<file path="config.mk">
export PLATFORM = sky130hd
export DESIGN_NAME = rcswitch_receive
export DESIGN_NICKNAME = d
export VERILOG_FILES = /design/src/rtl/rcswitch_receive_pkg.sv /design/src/rtl/rcswitch_receive_pulse_class.sv /design/src/rtl/rcswitch_receive.sv
export SDC_FILE = /design/constraint.sdc
export NUM_CORES = 1
export LEC_CHECK = 0
export CAP_MARGIN = 30
export CORE_UTILIZATION = 53
export DETAILED_ROUTE_END_ITERATION = 8
export MAX_ROUTING_LAYER = met4
export PLACE_DENSITY = 0.85
export SYNTH_ARGS = -nofsm -noshare
export SYNTH_HDL_FRONTEND = slang
export SYNTH_SLANG_ARGS = --single-unit
</file>
<file path="constraint.sdc">
create_clock -name clk -period 4.9 [get_ports clk]
set_input_delay 1.225 -clock clk [delete_from_list [all_inputs] [get_ports clk]]
set_output_delay 1.225 -clock clk [all_outputs]
set_load 0.005 [all_outputs]
</file>
<file path="src/rtl/rcswitch_receive_pkg.sv">
// Shared constants and types for the RC-switch tri-state frame receiver.
package rcswitch_receive_pkg;
  localparam logic [3:0] CHIP_ZERO   = 4'b1000;
  localparam logic [3:0] CHIP_ONE    = 4'b1110;
  localparam int         FRAME_BITS  = 24;
  localparam int         FRAME_CHIPS = 96;

  typedef enum logic [1:0] {IDLE, HIGH, LOW, DONE} state_t;
  typedef enum logic [1:0] {PC_SHORT, PC_LONG, PC_INVALID} pclass_t;

  function automatic logic [3:0] chips_of(input logic one);
    return one ? CHIP_ONE : CHIP_ZERO;
  endfunction
endpackage

</file>
<file path="src/rtl/rcswitch_receive_pulse_class.sv">
// Classifies a measured pulse width against the chip time: SHORT [C/2,2C), LONG [2C,4C), else INVALID.
module rcswitch_pulse_class
  import rcswitch_receive_pkg::*;
#(
  parameter int CHIP_TICKS = 350,
  parameter int W          = 12
) (
  input  logic [W-1:0] width,
  output pclass_t      cls
);
  localparam logic [W-1:0] T_HALF = W'(CHIP_TICKS / 2);
  localparam logic [W-1:0] T_2C   = W'(2 * CHIP_TICKS);
  localparam logic [W-1:0] T_4C   = W'(4 * CHIP_TICKS);

  always_comb begin
    cls = PC_INVALID;
    if (width >= T_HALF && width < T_2C)     cls = PC_SHORT;
    else if (width >= T_2C && width < T_4C) cls = PC_LONG;
  end
endmodule

</file>
<file path="src/rtl/rcswitch_receive.sv">
// RC-switch tri-state frame decoder: measures pulse widths on the RF line and rebuilds addr/chan/stat.
// Optional RCSWITCH_RECV_REPEAT_EN: strobe only when two consecutive completed frames match.
module rcswitch_receive
  import rcswitch_receive_pkg::*;
#(
  parameter int CHIP_TICKS = 350,
  parameter int SYNC_CHIPS = 10
) (
  input  logic        clk,
  input  logic        rst,
  input  logic        in,
  output logic [39:0] addr,
  output logic [39:0] chan,
  output logic [15:0] stat,
  output logic        valid,
  output logic        busy
);
  localparam int WW = $clog2(8 * CHIP_TICKS + 1);
  localparam int GW = $clog2(SYNC_CHIPS * CHIP_TICKS + 1);
  localparam logic [WW-1:0] W_SAT    = WW'(8 * CHIP_TICKS);
  localparam logic [WW-1:0] W_HMAX   = WW'(4 * CHIP_TICKS);
  localparam logic [WW-1:0] W_HALF   = WW'(CHIP_TICKS / 2);
  localparam logic [GW-1:0] G_SAT    = GW'(SYNC_CHIPS * CHIP_TICKS);
  localparam logic [GW-1:0] G_ARM    = GW'(SYNC_CHIPS * CHIP_TICKS - 1);
  localparam logic [4:0]    LAST_BIT = 5'(FRAME_BITS - 1);

  logic                   s1, s2, prev;
  logic                   line, rise, fall;
  logic [WW-1:0]          width;
  logic [GW-1:0]          gap;
  logic                   armed, arm_set;
  state_t                 state, state_nxt;
  logic [4:0]             bit_idx, bit_idx_nxt;
  logic                   one, one_nxt;
  logic                   shift_en, done_en, strobe;
  logic [FRAME_CHIPS-5:0] sr;
  logic [FRAME_CHIPS-1:0] frame_nxt;
  pclass_t                cls;

  assign line = s2;
  assign rise = line & ~prev;
  assign fall = ~line & prev;
  assign busy = (state == HIGH) || (state == LOW);
  // Arming fires on the cycle the gap reaches its full length, so a rise right after is already armed.
  assign arm_set   = ~line && (gap >= G_ARM);
  assign frame_nxt = {sr, chips_of(one)};

  always_ff @(posedge clk or negedge rst) begin
    if (!rst) begin
      s1   <= 1'b0;
      s2   <= 1'b0;
      prev <= 1'b0;
    end else begin
      s1   <= in;
      s2   <= s1;
      prev <= s2;
    end
  end

  // width holds the length of the level in force up to the previous cycle; restarts at every edge.
  always_ff @(posedge clk or negedge rst) begin
    if (!rst) begin
      width <= '0;
      gap   <= '0;
      armed <= 1'b0;
    end else begin
      if (rise || fall)      width <= WW'(1);
      else if (width != W_SAT) width <= width + WW'(1);
      if (line)              gap <= '0;
      else if (gap != G_SAT) gap <= gap + GW'(1);
      if (rise)              armed <= 1'b0;
      else if (arm_set)      armed <= 1'b1;
    end
  end

  rcswitch_pulse_class #(.CHIP_TICKS(CHIP_TICKS), .W(WW)) u_class (
    .width (width),
    .cls   (cls)
  );

  always_ff @(posedge clk or negedge rst) begin
    if (!rst) begin
      state   <= IDLE;
      bit_idx <= '0;
      one     <= 1'b0;
    end else begin
      state   <= state_nxt;
      bit_idx <= bit_idx_nxt;
      one     <= one_nxt;
    end
  end

  always_comb begin
    state_nxt   = state;
    bit_idx_nxt = bit_idx;
    one_nxt     = one;
    shift_en    = 1'b0;
    done_en     = 1'b0;
    case (state)
      IDLE: if (rise && armed) begin
        state_nxt   = HIGH;
        bit_idx_nxt = '0;
      end
      HIGH: begin
        if (fall) begin
          case (cls)
            PC_SHORT: begin one_nxt = 1'b0; state_nxt = LOW; end
            PC_LONG:  begin one_nxt = 1'b1; state_nxt = LOW; end
            default:  state_nxt = IDLE;
          endcase
        end else if (width >= W_HMAX) begin
          state_nxt = IDLE;
        end
      end
      LOW: begin
        if (bit_idx == LAST_BIT) begin
          // The sync gap follows the last bit, so accept as soon as the low is long enough.
          if (rise) state_nxt = IDLE;
          else if (width >= W_HALF) begin
            done_en   = 1'b1;
            state_nxt = DONE;
          end
        end else if (rise) begin
          if (cls == (one ? PC_SHORT : PC_LONG)) begin
            shift_en    = 1'b1;
            bit_idx_nxt = bit_idx + 5'd1;
            state_nxt   = HIGH;
          end else begin
            state_nxt = IDLE;
          end
        end
      end
      DONE:    state_nxt = IDLE;
      default: state_nxt = IDLE;
    endcase
    if (arm_set && busy && !done_en) state_nxt = IDLE;
  end

`ifdef RCSWITCH_RECV_REPEAT_EN
  logic [FRAME_CHIPS-1:0] last_frame;
  logic                   last_vld, strobed, same;

  assign same   = last_vld && (frame_nxt == last_frame);
  assign strobe = same && !strobed;

  // strobed stays set across a run of identical frames so only the first repeat strobes.
  always_ff @(posedge clk or negedge rst) begin
    if (!rst) begin
      last_frame <= '0;
      last_vld   <= 1'b0;
      strobed    <= 1'b0;
    end else if (done_en) begin
      last_frame <= frame_nxt;
      last_vld   <= 1'b1;
      strobed    <= same;
    end
  end
`else
  assign strobe = 1'b1;
`endif

  always_ff @(posedge clk or negedge rst) begin
    if (!rst) begin
      sr    <= '0;
      addr  <= '0;
      chan  <= '0;
      stat  <= '0;
      valid <= 1'b0;
    end else begin
      valid <= 1'b0;
      if (shift_en) sr <= frame_nxt[FRAME_CHIPS-5:0];
      if (done_en && strobe) begin
        {addr, chan, stat} <= frame_nxt;
        valid              <= 1'b1;
      end
    end
  end
endmodule

</file>
; Word-level counts from Yosys, hierarchy flattened
; Cells that the tools add are included.
[op_classes]
n_addsub = 3
n_mul = 0
div = 0
n_lt_le_gt_ge = 6
n_eq_ne = 16
shifts = 0
mux = 36
bitwise_logic = 4
reduce_logical = 20
[op_table]
columns = cell, n
row1 = $mux 12, 4
row2 = $add 12x1->12 const B, 2
row3 = $ne 12x12->1 const B, 2
row4 = $mux 2, 11
row5 = $mux 5, 4
row6 = $mux 1, 13
row7 = $ge 12x10->1 const B, 1
row8 = $ge 12x11->1 const B, 1
row9 = $ge 12x12->1 const B, 1
row10 = $ge 12x8->1 const B, 1
row11 = $lt 12x10->1 const B, 1
row12 = $lt 12x11->1 const B, 1
row13 = $ne 4x2->1 const B, 3
row14 = $pmux 5 s2, 1
row15 = $reduce_bool 2->1, 5
row16 = $pmux 2 s4, 1
row17 = $logic_and 1x1->1, 6
row18 = $ne 2x2->1 const B, 3
row19 = $add 5x1->5 const B, 1
row20 = $eq 5x5->1 const B, 1
row21 = $reduce_and 5->1, 1
row22 = $eq 2x1->1 const B, 2
row23 = $eq 2x2->1 const B, 2
row24 = $logic_not 2->1, 2
row25 = 12 further kinds, 15
[word_totals]
ff_bits = 225
latch_bits = 0
ramBits = 0
mem_bits_ro = 0
input_bits = 3
output_inout_bits = 98
word_cells = 99
n_memories = 0

; Depth between registers and ports, before layout
; Gate-level depths: netlist of run 1.
[depth]
depth_word = 10
mapped_depth = 9
mapped_depth_nobuf = 8

; Hierarchy
; From an unflattened synthesis of run 1, not the netlist that was laid out.
[hier_totals]
hier_cells = 575
area_unflattened_um2 = 6002.0
[modules_own_cells]
columns = mod, instances, cells_each, area_per_inst_um2, seq_area_each_um2
row1 = rcswitch_receive, 1, 561, 5895.7, 3278.1
row2 = rcswitch_pulse_class, 1, 14, 106.4, 0.0

; Worst setup path after synthesis of run 1
; OpenSTA, ideal clock, no wires.
[synth_path]
path_type = register to register
startpoint = reg width[10]
endpoint = reg sr[15]
setup_ps = 125
arrival_time_ps = 2127
required_time_ps = 4775
slack_ps = 2648
path_stages_with_launch = 8
n_path_buf = 2
synth_period_minus_slack_ps = 2252
cell_sequence = dfrtp_1 > buf_2 > nor4_1 > a211o_1 > or3b_4 > a21oi_4 > buf_8 > mux2_2
[synth_via]
elab_chain_cells = 9
[synth_lines]
columns = item, line_no
row1 = from (decl), rcswitch_receive.sv:29  ; logic [WW-1:0] width;
row2 = from (signal assigned), rcswitch_receive.sv:68  ; else if (width != W_SAT) width <= width + WW'(1);
row3 = $ge 12x10->1 / $lt 12x11->1 (equally long branches), rcswitch_receive_pulse_class.sv:18  ; else if (width >= T_2C && width < T_4C) cls = PC_LONG;
row4 = $logic_and 1x1->1, rcswitch_receive_pulse_class.sv:18
row5 = $mux 2, rcswitch_receive_pulse_class.sv:18
row6 = $mux 2 *, rcswitch_receive_pulse_class.sv:17  ; if (width >= T_HALF && width < T_2C) cls = PC_SHORT;
row7 = $eq 2x1->1 *, rcswitch_receive.sv:124  ; if (cls == (one ? PC_SHORT : PC_LONG)) begin
row8 = $mux 1 *, rcswitch_receive.sv:124
row9 = $mux 1 *, rcswitch_receive.sv:123  ; end else if (rise) begin
row10 = $mux 1 *, rcswitch_receive.sv:116  ; if (bit_idx == LAST_BIT) begin
row11 = $mux 1 *, rcswitch_receive.sv:99  ; case (state)
row12 = to (signal assigned), rcswitch_receive.sv:171  ; if (shift_en) sr <= frame_nxt[FRAME_CHIPS-5:0];
row13 = to (decl), rcswitch_receive.sv:36  ; logic [FRAME_CHIPS-5:0] sr;
; Every way passes the cells marked *; elsewhere a longest branch is shown, timed or not.
; A chain may end at the register's enable or synchronous reset.

; Final worst setup path of run 1
[layout_path]
startpoint = reg width[1]
endpoint = reg sr[63]
; The elaborated chain is that of the path after synthesis.

==> impl_metrics.json, run 1 <==
{
  "dp.cells": 753,
  "cp_max_fo": 26,
  "row_count": 38,
  "io_pins": 101,
  "vdd_drop_max_uv": 336.6,
  "crit_path_max_incr_delay_ns": 0.59,
  "syn_area_um2": 6053,
  "instances_no_fill": 786,
  "post_cts_buffers": 0,
  "final-hold-violation-count": 0,
  "max_slew_margin": 0.5543,
  "die_area_um2": 11850,
  "drt_wl_total_um": 11860,
  "wl_per_cell_um": 15.09,
  "die_w_um": 108.9,
  "hp-class": "flip-flop to flip-flop",
  "vias_per_cell": 5.290,
  "synth_common_cells": "159 x nand2_1, 131 x dfrtp_1, 49 x buf_4",
  "hold_buffers": 0,
  "rrSetupSlack_ns": 1.86,
  "path_depth": 7,
  "areaGrowthSynthToFinish_pct": 19.95,
  "diodes": 0,
  "grt_pass1_wl_um": 19760,
  "crit_family": "compound AO/OA/AOI/OAI gates",
  "core_um2": 10980,
  "p_leak_nw": 3.547,
  "slew_viol_final": 0,
  "cts_resized": 0,
  "syn_inst": 580,
  "dr.pass1.iters": 5,
  "crit_start": "width[1]",
  "setup_viol_count_final": 0,
  "gp_congestion": 0.9052,
  "end_kind": "flip-flop",
  "ys_async_sr_fraction": 1.000,
  "cts_tree": "yes",
  "start_kind": "flip-flop",
  "reg2reg_to": "sr[63]",
  "drt_iter0_markers": 197,
  "final_util": 0.6611,
  "layout-drive-gt1-share": 0.1440,
  "ant_nets": 0,
  "setup_tns_ns": 0,
  "clkSlewWorstSetupHoldPaths_ns": 0.06,
  "cellPowerDensity_nw_per_um2": 340.6,
  "cap_violations": 0,
  "grt_pass1_vias": 4120,
  "post-route-period-util": 0.6213,
  "synth_top_cells_by_area": "dfrtp_1 54%, nand2_1 9.9%, mux2_2 8.6%",
  "finalClockSkew_ns": 0.01395,
  "cts.path.max_buffers": 2,
  "port_buffers": 76,
  "gr-usage-all-layers": 0.2237,
  "numCtsBuffers": 17,
  "fmax_mhz": 328.5,
  "yosys_warnings": 0,
  "fin_nets": 647,
  "status": "completed",
  "path_buf_inv": 1,
  "grt_max_degree": 76,
  "cts-root-buf": "clkbuf_16",
  "synth_edf_count": 0,
  "worstMarginPinSlew_ns": 0.6670,
  "clk_latency_ns": 0.41,
  "r2r_start": "width[1]",
  "crit_arrival_ns": 3.33,
  "synth_top_area_frac": 0.5415,
  "cts.htree.levels": 4,
  "antenna_found_initial": 0,
  "r2r_cells": 7,
  "grt_setup_unrepaired": "false",
  "post-route-drc-count": 0,
  "ys_ff_latch": 131,
  "ys.flop_type": "dfrtp_1",
  "yosysMostFrequentCell": "nand2_1",
  "crit_chain": "ha_1 > nand4_1 > a21boi_0 > o211ai_2 > a21oi_4 > buf_4 > mux2_2",
  "synth_largest_area_cell": "dfrtp_1",
  "critical_path_class": "flip-flop to flip-flop",
  "cts_num_sinks": 131,
  "vias": 4158,
  "synth_cell_type_count": 53,
  "ys_seq_area_frac": 0.5415,
  "cp.required_ns": 5.19,
  "gr-total-overflow": 0,
  "initial_core_util": 0.5512,
  "slowest_stage": "a21oi_4",
  "die_h_um": 108.9,
  "fill_cells": 790,
  "avgSynthCellArea_um2": 10.44,
  "endpoint": "sr[63]",
  "hpwl_um": 7585,
  "post-route-min-period_ns": 3.044
}
==> worst min path at each step <==
| stage | start | end | slack (ns) | cells past startpoint |
|---|---|---|---|---|
| after floorplan | s1 | line | 0.33 | 0 |
| after global placement | s1 | line | 0.34 | 0 |
| after detailed placement | s1 | line | 0.36 | 0 |
| after CTS | s1 | line | 0.38 | 0 |
| after global routing | s1 | line | 0.38 | 0 |
| final | s1 | line | 0.37 | 0 |
==> report_power, final <==
part / internal (W) / switching (W) / leakage [nW]
combinational: 0.0000195 / 0.0000422 / 1.43
sequential: 0.00109 / 0.0000127 / 1.82
clock: 0.000819 / 0.000488 / 0.297
==> layer usage <==
metal / GRT usage / vias to the layer above / part of all wire
met2: 0.3693 / 118 / 0.53
met5: - / - / 0
met1: 0.2654 / 2080 / 0.42
met4: 0.1033 / 0 / 0.010
li1: - / 1950 / -
met3: 0.04184 / 10 / 0.039
==> state kept, by name, indices dropped and copies added, names as in the netlist, 2 cells and up <==
signal,count
sr,46
addr,20
chan,20
gap,12
width,12
stat,8
bit_idx,5
state,2
==> cell type report <==
class / instances / area, um^2 / share of cell area
clock inverter: 14 / 176.4 / 0.02430
timing repair buffer: 82 / 823.3 / 0.1134
tap: 140 / 175.2 / 0.02413
sequential: 131 / 3278 / 0.4515
multi-input combinational: 386 / 2312 / 0.3185
clock buffer: 18 / 439.2 / 0.06049
inverter: 15 / 56.30 / 0.007755
==> cell families (layout without fill, tap and decap cells) <==
kind of cell             Yosys count  count (layout)  synth area share
AO/OA/AOI/OAI                     35              35           0.04278
flip-flops                       131             131            0.5415
multiplexers                      49              49           0.09074
adder cells (fa/ha/maj)           11              11           0.02274
other                              1              24         0.0006195
buffers and inverters             86             129           0.09260
XOR/XNOR                          18              18           0.02604
AND/OR/NAND/NOR                  249             249            0.1829
==> through the flow <==
stage          power, W  cell area (um^2)  hold slack [ns]  setup WS, ns
6_report       0.002473              7261           0.3700         1.856
2_1_floorplan  0.001163              6140           0.3312         2.648
4_1_cts        0.002488              7233           0.3773         1.842
5_1_grt        0.002546              7261           0.3751         1.608
3_3_place_gp   0.001176              6618           0.3375         2.030
3_5_place_dp   0.001182              6618           0.3576         1.937
==> layout by cell type (no fill, tap or decap), types with 5 or more instances in the layout <==
master | synthesis | final
nand2_1 | 159 | 159
dfrtp_1 | 131 | 131
clkdlybuf4s50_1 | 0 | 75
mux2_2 | 46 | 46
nor2_1 | 26 | 26
conb_1 | 1 | 24
clkbuf_16 | 0 | 17
inv_1 | 15 | 15
xnor2_1 | 14 | 14
ha_1 | 11 | 11
and2_1 | 9 | 9
nand3_1 | 8 | 8
a21oi_1 | 7 | 7
nand4_1 | 6 | 6
and3_1 | 6 | 6
nor3_1 | 6 | 6
buf_4 | 49 | 6
nor3b_1 | 5 | 5
o21ai_0 | 5 | 5
(Power assumes the default switching activity.)
==> run 2, diff against run 1 <==
==> constraint.sdc (replaced) <==
create_clock -name clk -period 3.1 [get_ports clk]
set_input_delay 0.775 -clock clk [delete_from_list [all_inputs] [get_ports clk]]
set_output_delay 0.775 -clock clk [all_outputs]
set_load 0.005 [all_outputs]
==> run 2 against run 1 <==
Compared with the run above: die area unchanged; design area fell by 0.76%; critical path depth unchanged; critical endpoint is now state[0]; register-to-register slack got worse by 1.4 ns; clock power increased by 39%; clock skew shrank 0.0091 ns; total power is 48% higher; first-iteration DRC count up 27%; fmax up 14%; sequential cell count did not move.
==> impl_metrics.json, run 2 (same netlist as run 1, synthesis figures left out) <==
{
  "cts.path.max_buffers": 2,
  "die_area_um2": 11850,
  "p_leak_nw": 3.519,
  "reg_top3": "sr: 46 flops, addr: 20 flops, chan: 20 flops",
  "final-hold-violation-count": 0,
  "cts_tree": "yes",
  "ant_nets": 0,
  "drt_wl_total_um": 11820,
  "crit_chain": "ha_1 > nand4_1 > a21boi_0 > nor2_1 > a311oi_1 > nor2_1 > a211oi_1",
  "cap_violations": 0,
  "post-route-drc-count": 0,
  "crit_top_cell": "nor2_1",
  "max_slew_margin": 0.5230,
  "die_w_um": 108.9,
  "io_pins": 101,
  "setup_tns_ns": 0,
  "end_kind": "flip-flop",
  "clkSlewWorstSetupHoldPaths_ns": 0.06,
  "p_switching_w": 0.0008183,
  "slowest_stage": "a311oi_1",
  "finalClockSkew_ns": 0.004897,
  "crit_family": "compound AO/OA/AOI/OAI gates",
  "row_count": 38,
  "clk_latency_ns": 0.41,
  "grt_setup_unrepaired": "false",
  "die_h_um": 108.9,
  "worstMarginPinSlew_ns": 0.7091,
  "grt_pass1_wl_um": 20040,
  "p_sw_frac": 0.2240,
  "grt_max_degree": 68,
  "vias": 4144,
  "numCtsBuffers": 17,
  "hpwl_um": 7571,
  "post-route-min-period_ns": 2.661,
  "status": "completed",
  "slew_viol_final": 0,
  "dp.cells": 755,
  "vias_per_cell": 5.272,
  "instances_no_fill": 786,
  "diodes": 0,
  "p_int_w": 0.002835,
  "gr-usage-all-layers": 0.2281,
  "cp_max_fo": 5,
  "hp-class": "input pin to asynchronous set/reset pin",
  "grt_pass1_vias": 4126,
  "vdd_drop_max_uv": 297.2,
  "antenna_found_initial": 0,
  "start_kind": "flip-flop",
  "post_cts_buffers": 0,
  "cts_resized": 0,
  "setup_viol_count_final": 0,
  "path_buf_inv": 0,
  "gp_congestion": 0.8699,
  "areaGrowthSynthToFinish_pct": 19.04,
  "layout-drive-gt1-share": 0.1440,
  "cellPowerDensity_nw_per_um2": 507.1,
  "wl_per_cell_um": 15.03,
  "cts-root-buf": "clkbuf_16",
  "final_common_cell": "nand2_1",
  "largest_register": "sr",
  "cts_num_sinks": 131,
  "gr-total-overflow": 0,
  "cts.htree.levels": 4,
  "fmax_mhz": 375.8,
  "post-route-period-util": 0.8583,
  "initial_core_util": 0.5512,
  "largest_register_ffs": 46,
  "fin_nets": 648,
  "crit_path_max_incr_delay_ns": 0.60,
  "hold_buffers": 0,
  "crit_arrival_ns": 2.96,
  "pwr-share-comb": 0.026,
  "final_cell_mix": "159 x nand2_1, 131 x dfrtp_1, 75 x clkdlybuf4s50_1",
  "drt_iter0_markers": 250,
  "critical_path_class": "flip-flop to flip-flop",
  "dr.pass1.iters": 4,
  "cp.required_ns": 3.39,
  "core_um2": 10980,
  "clkPwrFrac": 0.497,
  "port_buffers": 76,
  "power_frac_seq": 0.477
}
-- run 2: per-layer routing --
layer / wire, um / share of wire / vias to the layer above / global-route usage
met5: 0 / 0 / - / -
met4: 280 / 0.024 / 0 / 0.1052
met3: 528 / 0.045 / 22 / 0.05559
met2: 6034 / 0.51 / 136 / 0.3607
met1: 4972 / 0.42 / 2038 / 0.2761
li1: - / - / 1948 / -
-- run 2: final timing paths --
kind                       startpoint        to  slack, ns  cells after the start
max                          width[1]  state[0]       0.44                      7
min                               rst  width[6]       0.32                      1
max reg2reg                  width[1]  state[0]       0.44                      7
min reg2reg                        s1      line       0.38                      0
max in group asynchronous         rst    sr[70]       2.01                      2
min in group clk                   s1      line       0.38                      0
-- run 2: worst register-to-register path: stages, from the launching register on --
cell and delay, ns:
dfrtp_1 0.40, ha_1 0.23, nand4_1 0.11, a21boi_0 0.58, nor2_1 0.17, a311oi_1 0.60
nor2_1 0.12, a211oi_1 0.33
-- run 2: area by class of cell --
class,count,area (um^2)
Clock buffer,20,466.7
Clock inverter,11,81.33
Fill cell,785,3777
Inverter,15,56.30
Multi-Input combinational cell,386,2312
Sequential cell,131,3278
Tap cell,140,175.2
Timing Repair Buffer,83,835.8
-- run 2: stage by stage --
step           instance area, um^2  hold slack [ns]  total power, W  setup WS (ns)    util
2_1_floorplan                 6140           0.3312        0.001838         0.8482       -
3_3_place_gp                  6658           0.3470        0.001864         0.7524  0.6062
3_5_place_dp                  6658           0.3636        0.001870         0.6405  0.6062
4_1_cts                       7206           0.3289        0.003676         0.4955  0.6561
5_1_grt                       7206           0.3480        0.003783         0.2310  0.6561
6_report                      7206           0.3195        0.003654         0.4392  0.6561
-- run 2: power groups by stage --
| stage | combinational, W | sequential, W | clock (W) |
|---|---|---|---|
| floorplan | 0.0000706 | 0.00177 | 0 |
| global placement | 0.0000938 | 0.00177 | 0 |
| detailed placement | 0.0000976 | 0.00177 | 0 |
| CTS | 0.0000985 | 0.00174 | 0.00184 |
| global route | 0.000114 | 0.00174 | 0.00193 |
| finish | 0.0000958 | 0.00174 | 0.00182 |
